<file path="src/rtl/vm_change_dispenser.sv">
// vm_change_dispenser: paces 5/10-cent coin ejection for a change code and tracks tube inventory
//   clk, rst           : clock, asynchronous active-high reset
//   chg_valid/chg_code : change request, code in 5-cent units (0..3)
//   chg_ready, busy    : idle / dispensing indication, decoded from the state register
//   refill_5/refill_10 : reload the matching tube count to TUBE_DEPTH
//   eject_5/eject_10   : solenoid drives, one PULSE_CYCLES pulse per coin then GAP_CYCLES off
//   short_err          : sticky, set when a request could not be paid in full
//   cnt_5/cnt_10       : coins remaining in each tube
//   exact_change       : cnt_5 < 2 when CHG_EXACT_CHANGE_EN is defined, otherwise 0
module vm_change_dispenser #(
   parameter int PULSE_CYCLES = 4,
   parameter int GAP_CYCLES   = 2,
   parameter int TUBE_DEPTH   = 15,
   parameter int CNT_W        = 4
) (
   input  logic             clk,
   input  logic             rst,
   input  logic             chg_valid,
   input  logic [1:0]       chg_code,
   output logic             chg_ready,
   input  logic             refill_5,
   input  logic             refill_10,
   output logic             eject_5,
   output logic             eject_10,
   output logic             busy,
   output logic             short_err,
   output logic [CNT_W-1:0] cnt_5,
   output logic [CNT_W-1:0] cnt_10,
   output logic             exact_change
);
   typedef enum logic [1:0] {IDLE, SELECT, PULSE, GAP} state_t;
   localparam int TMAX = PULSE_CYCLES > GAP_CYCLES ? PULSE_CYCLES : GAP_CYCLES;
   localparam int TW = $clog2(TMAX + 1);
   state_t state_q, state_d;
   logic [1:0] remaining_q, remaining_d;
   logic coin_sel_q, coin_sel_d;
   logic [TW-1:0] timer_q, timer_d;
   logic [CNT_W-1:0] cnt_5_q, cnt_5_d, cnt_10_q, cnt_10_d;
   logic short_err_q, short_err_d;
   logic dec_5, dec_10;
   // coin_sel_q: 1 = 10-cent tube, 0 = 5-cent tube
   always_comb begin
      state_d     = state_q;
      remaining_d = remaining_q;
      coin_sel_d  = coin_sel_q;
      timer_d     = timer_q;
      short_err_d = short_err_q;
      dec_5       = 1'b0;
      dec_10      = 1'b0;
      case (state_q)
         IDLE: if (chg_valid && chg_code != 2'd0) begin
            remaining_d = chg_code;
            short_err_d = 1'b0;
            state_d     = SELECT;
         end
         SELECT: if (remaining_q >= 2'd2 && cnt_10_q != '0) begin
            coin_sel_d  = 1'b1;
            dec_10      = 1'b1;
            remaining_d = remaining_q - 2'd2;
            timer_d     = TW'(PULSE_CYCLES - 1);
            state_d     = PULSE;
         end else if (remaining_q != 2'd0 && cnt_5_q != '0) begin
            coin_sel_d  = 1'b0;
            dec_5       = 1'b1;
            remaining_d = remaining_q - 2'd1;
            timer_d     = TW'(PULSE_CYCLES - 1);
            state_d     = PULSE;
         end else begin
            // a nonzero remainder here cannot be paid and is dropped
            short_err_d = short_err_q | (remaining_q != 2'd0);
            remaining_d = 2'd0;
            state_d     = IDLE;
         end
         PULSE: begin
            timer_d = timer_q == '0 ? TW'(GAP_CYCLES - 1) : timer_q - TW'(1);
            state_d = timer_q == '0 ? GAP : PULSE;
         end
         GAP: begin
            timer_d = timer_q == '0 ? timer_q : timer_q - TW'(1);
            state_d = timer_q == '0 ? SELECT : GAP;
         end
      endcase
      // refill wins over a same-cycle decrement of the same tube
      cnt_5_d  = refill_5  ? CNT_W'(TUBE_DEPTH) : cnt_5_q  - CNT_W'(dec_5);
      cnt_10_d = refill_10 ? CNT_W'(TUBE_DEPTH) : cnt_10_q - CNT_W'(dec_10);
   end
   always_ff @(posedge clk or posedge rst) begin
      if (rst) begin
         state_q     <= IDLE;
         remaining_q <= 2'd0;
         coin_sel_q  <= 1'b0;
         timer_q     <= '0;
         cnt_5_q     <= '0;
         cnt_10_q    <= '0;
         short_err_q <= 1'b0;
      end else begin
         state_q     <= state_d;
         remaining_q <= remaining_d;
         coin_sel_q  <= coin_sel_d;
         timer_q     <= timer_d;
         cnt_5_q     <= cnt_5_d;
         cnt_10_q    <= cnt_10_d;
         short_err_q <= short_err_d;
      end
   end
   // outputs decode the state register, so reset clears the ejects at once
   assign chg_ready = state_q == IDLE;
   assign busy      = ~chg_ready;
   assign eject_10  = state_q == PULSE && coin_sel_q;
   assign eject_5   = state_q == PULSE && !coin_sel_q;
   assign short_err = short_err_q;
   assign cnt_5     = cnt_5_q;
   assign cnt_10    = cnt_10_q;
`ifdef CHG_EXACT_CHANGE_EN
   assign exact_change = cnt_5_q < CNT_W'(2);
`else
   assign exact_change = 1'b0;
`endif
endmodule

</file>
<file path="config.mk">
export PLATFORM = sky130hd
export DESIGN_NAME = vm_change_dispenser
export DESIGN_NICKNAME = d
export VERILOG_FILES = /design/src/rtl/vm_change_dispenser.sv
export SDC_FILE = /design/constraint.sdc
export NUM_CORES = 1
export LEC_CHECK = 0
export ABC_AREA = 1
export ABC_CLOCK_PERIOD_IN_PS = 3030
export CAP_MARGIN = 10
export CORE_AREA = 2 2 49 51
export DETAILED_ROUTE_END_ITERATION = 7
export DIE_AREA = 0 0 51 53
export PLACE_DENSITY = 0.8
export SLEW_MARGIN = 20
export SYNTH_ARGS = -nofsm -noshare
export SYNTH_HDL_FRONTEND = slang
export SYNTH_SLANG_ARGS = --single-unit
</file>
<file path="constraint.sdc">
create_clock -name clk -period 3.03 [get_ports clk]
set_clock_uncertainty 0.1 [all_clocks]
set_input_delay 0.4545 -clock clk [delete_from_list [all_inputs] [get_ports clk]]
set_output_delay 0.4545 -clock clk [all_outputs]
set_load 0.005 [all_outputs]
</file>
==> reports/summary.md <==
The run finished with clean final reports. From synthesis to final layout, the design area changed by 21.1%. Port buffering added 19 buffers. After global routing the overflow that remains totals 0.

Counting flops with a built-in enable in the synthesized netlist gives 0. The run gives 0 as the initial antenna violation count. In this run the worst path has a maximum fanout of 5. By instance count, the cell type seen most on the critical path is sky130_fd_sc_hd__inv_1. The floorplan step defined a die boundary enclosing 2700 sq um. The root buffer cell chosen for the clock tree is sky130_fd_sc_hd__clkbuf_4. The tools report the static leakage as 0.698 nW. Once placement finished, the instance area stood at 1350 sq um.

The fraction of final layout cells with drive strength greater than 1 is 13.7%, and the post-CTS setup-driven buffer insertion count is 0. The routed length per instance was 11.7 um; the total number of H-tree levels was 1. The floorplan step set the die height to 53 um. TritonCTS built the clock tree.

The worst hold path belongs to the class register to register. The tools report the clock network latency to the later pin of the worst-skew pair as 0.31 ns. The number of hold buffers added after CTS was 0.

The signal on the critical path passes through inv_1, ha_1, inv_1, nor2_1, clkdlybuf4s50_1. The repair_antennas step left the layout with diodes totalling 0. The floorplan has 17 rows.

The routed wire length was 2.21 mm; the total clock buffers created by CTS was 3. Counting instances, the worst hold path has a depth of 2. The final hold violation count was 0; the die boundary width was 51 um. For this block, the initial DRC count from the detailed router was 16.

The tools report the remaining number of nets flagged by the antenna check after routing as 0. For the final-layout setup total negative slack, the log shows 0 ns. In the global route stage, overall resource usage came out at 18.6%. The per-instance average area after synthesis works out to 8.13 sq um. The deepest clock path buffer count was 2. The slowest library cell on the worst path was sky130_fd_sc_hd__clkdlybuf4s50_1. Among all flip-flop cells after synthesis, the most frequent one is sky130_fd_sc_hd__dfrtp_1. STA puts the critical path data arrival time at 1.75 ns. The run gives 1140 sq um as the post-synth design cell area. The first detailed-routing pass ran for 4 iterations.

Counting flops with an async set or reset pin after synthesis yields a share of 100%. Setup violations remaining at the end of the flow were counted as 0. Once layout is done, the placed cells without fillers occupy 1380 sq um. The worst hold slack was 0.402 ns. The number of gates resized after CTS was 0. The first global-routing pass estimated 3.68 mm of wire. After technology mapping, the gate count stands at 140. Counting the fill cells in the layout gives 180.

The worst register-to-register path has a setup slack of 1.11 ns. Cells fill 64.2% of the core in the end. Of all cell types, the one taking the most synthesized area is sky130_fd_sc_hd__dfrtp_1. Source of the worst register-to-register timing path: state_q[1]. Registers take 425 sq um.

After synthesis, the largest area contributor takes up 37.4% of total cell area. Across the run, the number of max-cap violations was 0. The largest single stage delay on the critical path is 0.51 ns. The total half-perimeter wirelength after legalization and detailed placement is 1.72 mm. During synthesis, Yosys emitted a total of 0 warnings. The startpoint of the worst hold path was timer_q[1].

The number of remaining DRC errors was 0. The worst setup path is captured at a primary output. In this run the power density over the cells is 929 nW/um^2.

The final count of pins violating max slew is 0. The worst setup path is of the register to primary output kind. The standard cell core area was 2150 sq um.

Number of cells on the worst reg-to-reg path: 8. The worst setup path is launched from a register. Synthesis instantiated 26 different standard cells from the library.

The transition time at the pin with the least slew margin is 0.655 ns, and the effective utilization at floorplan is 53.0%. For the via total after detailed routing, the log shows 931. The number of nets at the end of the flow was 181; the CTS clock-pin slew for the worst setup and hold paths was 0.11 ns. The path with the worst hold slack has its endpoint at timer_q[1].

The share of the cycle needed by the critical path after routing is 76.1%, and the net count of the mapped netlist is 159. Number of synthesized register bits: 17. The data required time at the worst endpoint was 2.48 ns. Counting instances in the post-synthesis netlist gives the leading cell types as sky130_fd_sc_hd__nand2_1 (28), sky130_fd_sc_hd__inv_1 (23), sky130_fd_sc_hd__dfrtp_1 (17). The tools report the reg-to-reg critical path endpoint as cnt_10[2]. The number of clock sinks came out at 17. Sequential area share after synthesis: 37.4%.

The vias per cell is 4.93, and the maximum number of pins on one net before global-route repair is 18. Summing all multi-input logic gate instances after layout gives 608 sq um. Headroom to the max-slew limit came out at 56.3%. Yosys instantiated no cell more often than sky130_fd_sc_hd__nand2_1. The fmax is 0.434 GHz. Counting I/O delays and the setup requirement, the final critical path takes 2.30 ns. Across the VDD grid, the largest voltage drop is 550 uV. The routability-driven placement congestion ratio is 0.853.

Sorting the synthesized cells by area gives the leading types as sky130_fd_sc_hd__dfrtp_1 (37%), sky130_fd_sc_hd__ha_1 (13%), sky130_fd_sc_hd__nand2_1 (9.2%), sky130_fd_sc_hd__inv_1 (7.6%), sky130_fd_sc_hd__nor2_1 (4.6%). The boundary pin count came out at 21. Via count of the first global-routing pass: 868. Setup repair after global routing left no endpoint under its margin.
## critical path: cells and delay by family, from the launching register on
family,cells,cell delay (ns)
adders and majority gates,1,0.24
buffers and inverters,3,0.68
DFF,1,0.43
and+or+nand+nor,1,0.09
## where the power goes
| part | leakage, nW | internal [mW] | switching [mW] | total, mW |
|---|---|---|---|---|
| Clock | 0.0139 | 0.0505 | 0.0859 | 0.136 |
| Sequential | 0.180 | 0.304 | 0.0653 | 0.369 |
| Combinational | 0.504 | 0.336 | 0.440 | 0.776 |
## area by class of cell
cell class	instances	share of cell area [%]
tap	28	2.54
clock inverter	1	0.544
inverter	24	6.53
clock buffer	3	1.63
sequential	17	30.9
timing repair buffer	19	13.8
multi-input combinational	97	44.1
## metal layers
metal  vias up  GRT usage, %  wire (um)
met5         -             0          0
met4         0          8.56         45
met3         5          4.24         73
met2        13          31.0       1090
met1       437          22.9        997
li1        476             -          -
## stage by stage
stage	instances	setup WS [ns]	total power, mW
2_1_floorplan	140	1.27	0.949
3_3_place_gp	185	1.13	1.13
3_5_place_dp	185	1.08	1.15
4_1_cts	189	0.724	1.29
5_1_grt	189	0.593	1.40
6_report	189	0.726	1.28
## worst max path at each step
stage	to	slack, ns	cells past startpoint	start
4_1_cts	eject_5	0.72	5	state_q[0]
5_1_grt	eject_5	0.59	5	state_q[0]
3_5_place_dp	eject_5	1.08	5	state_q[0]
6_report	eject_5	0.73	5	state_q[0]
2_1_floorplan	cnt_10[2]	1.27	9	remaining_q[0]
3_3_place_gp	busy	1.13	4	state_q[0]
## cell usage in the layout, fill, tap and decap left out, types with 2 or more instances in the layout
master and n:
sky130_fd_sc_hd__nand3_2 2, sky130_fd_sc_hd__o21ai_1 2, sky130_fd_sc_hd__nand3_1 8, sky130_fd_sc_hd__xnor2_1 2, sky130_fd_sc_hd__clkbuf_4 3, sky130_fd_sc_hd__nand2_2 6, sky130_fd_sc_hd__nand2_4 2, sky130_fd_sc_hd__dfrtp_1 17
sky130_fd_sc_hd__inv_1 23, sky130_fd_sc_hd__nand2_1 28, sky130_fd_sc_hd__a21oi_1 5, sky130_fd_sc_hd__o21ai_0 4, sky130_fd_sc_hd__o21ai_2 2, sky130_fd_sc_hd__nor2_1 14, sky130_fd_sc_hd__clkdlybuf4s50_1 19, sky130_fd_sc_hd__ha_1 12
## flip-flops by register name, summed over array words and instances, names as in the netlist
register	flops
cnt_10	4
cnt_5	4
timer_q	3
remaining_q	2
state_q	2
coin_sel_q	1
short_err	1
## cell families (layout without fill, tap and decap cells)
| group | count (synthesis) | in the layout | synth area share, % |
|---|---|---|---|
| and+or+nand+nor | 64 | 64 | 27.8 |
| DFF | 17 | 17 | 37.4 |
| xor gates and xnor gates | 3 | 3 | 2.31 |
| AOI/OAI and AO/OA | 17 | 17 | 9.78 |
| other | 1 | 1 | 0.329 |
| adders and majority gates | 12 | 12 | 13.2 |
| buffers and inverters | 26 | 47 | 9.23 |
Power figures use the tool's default switching activity.
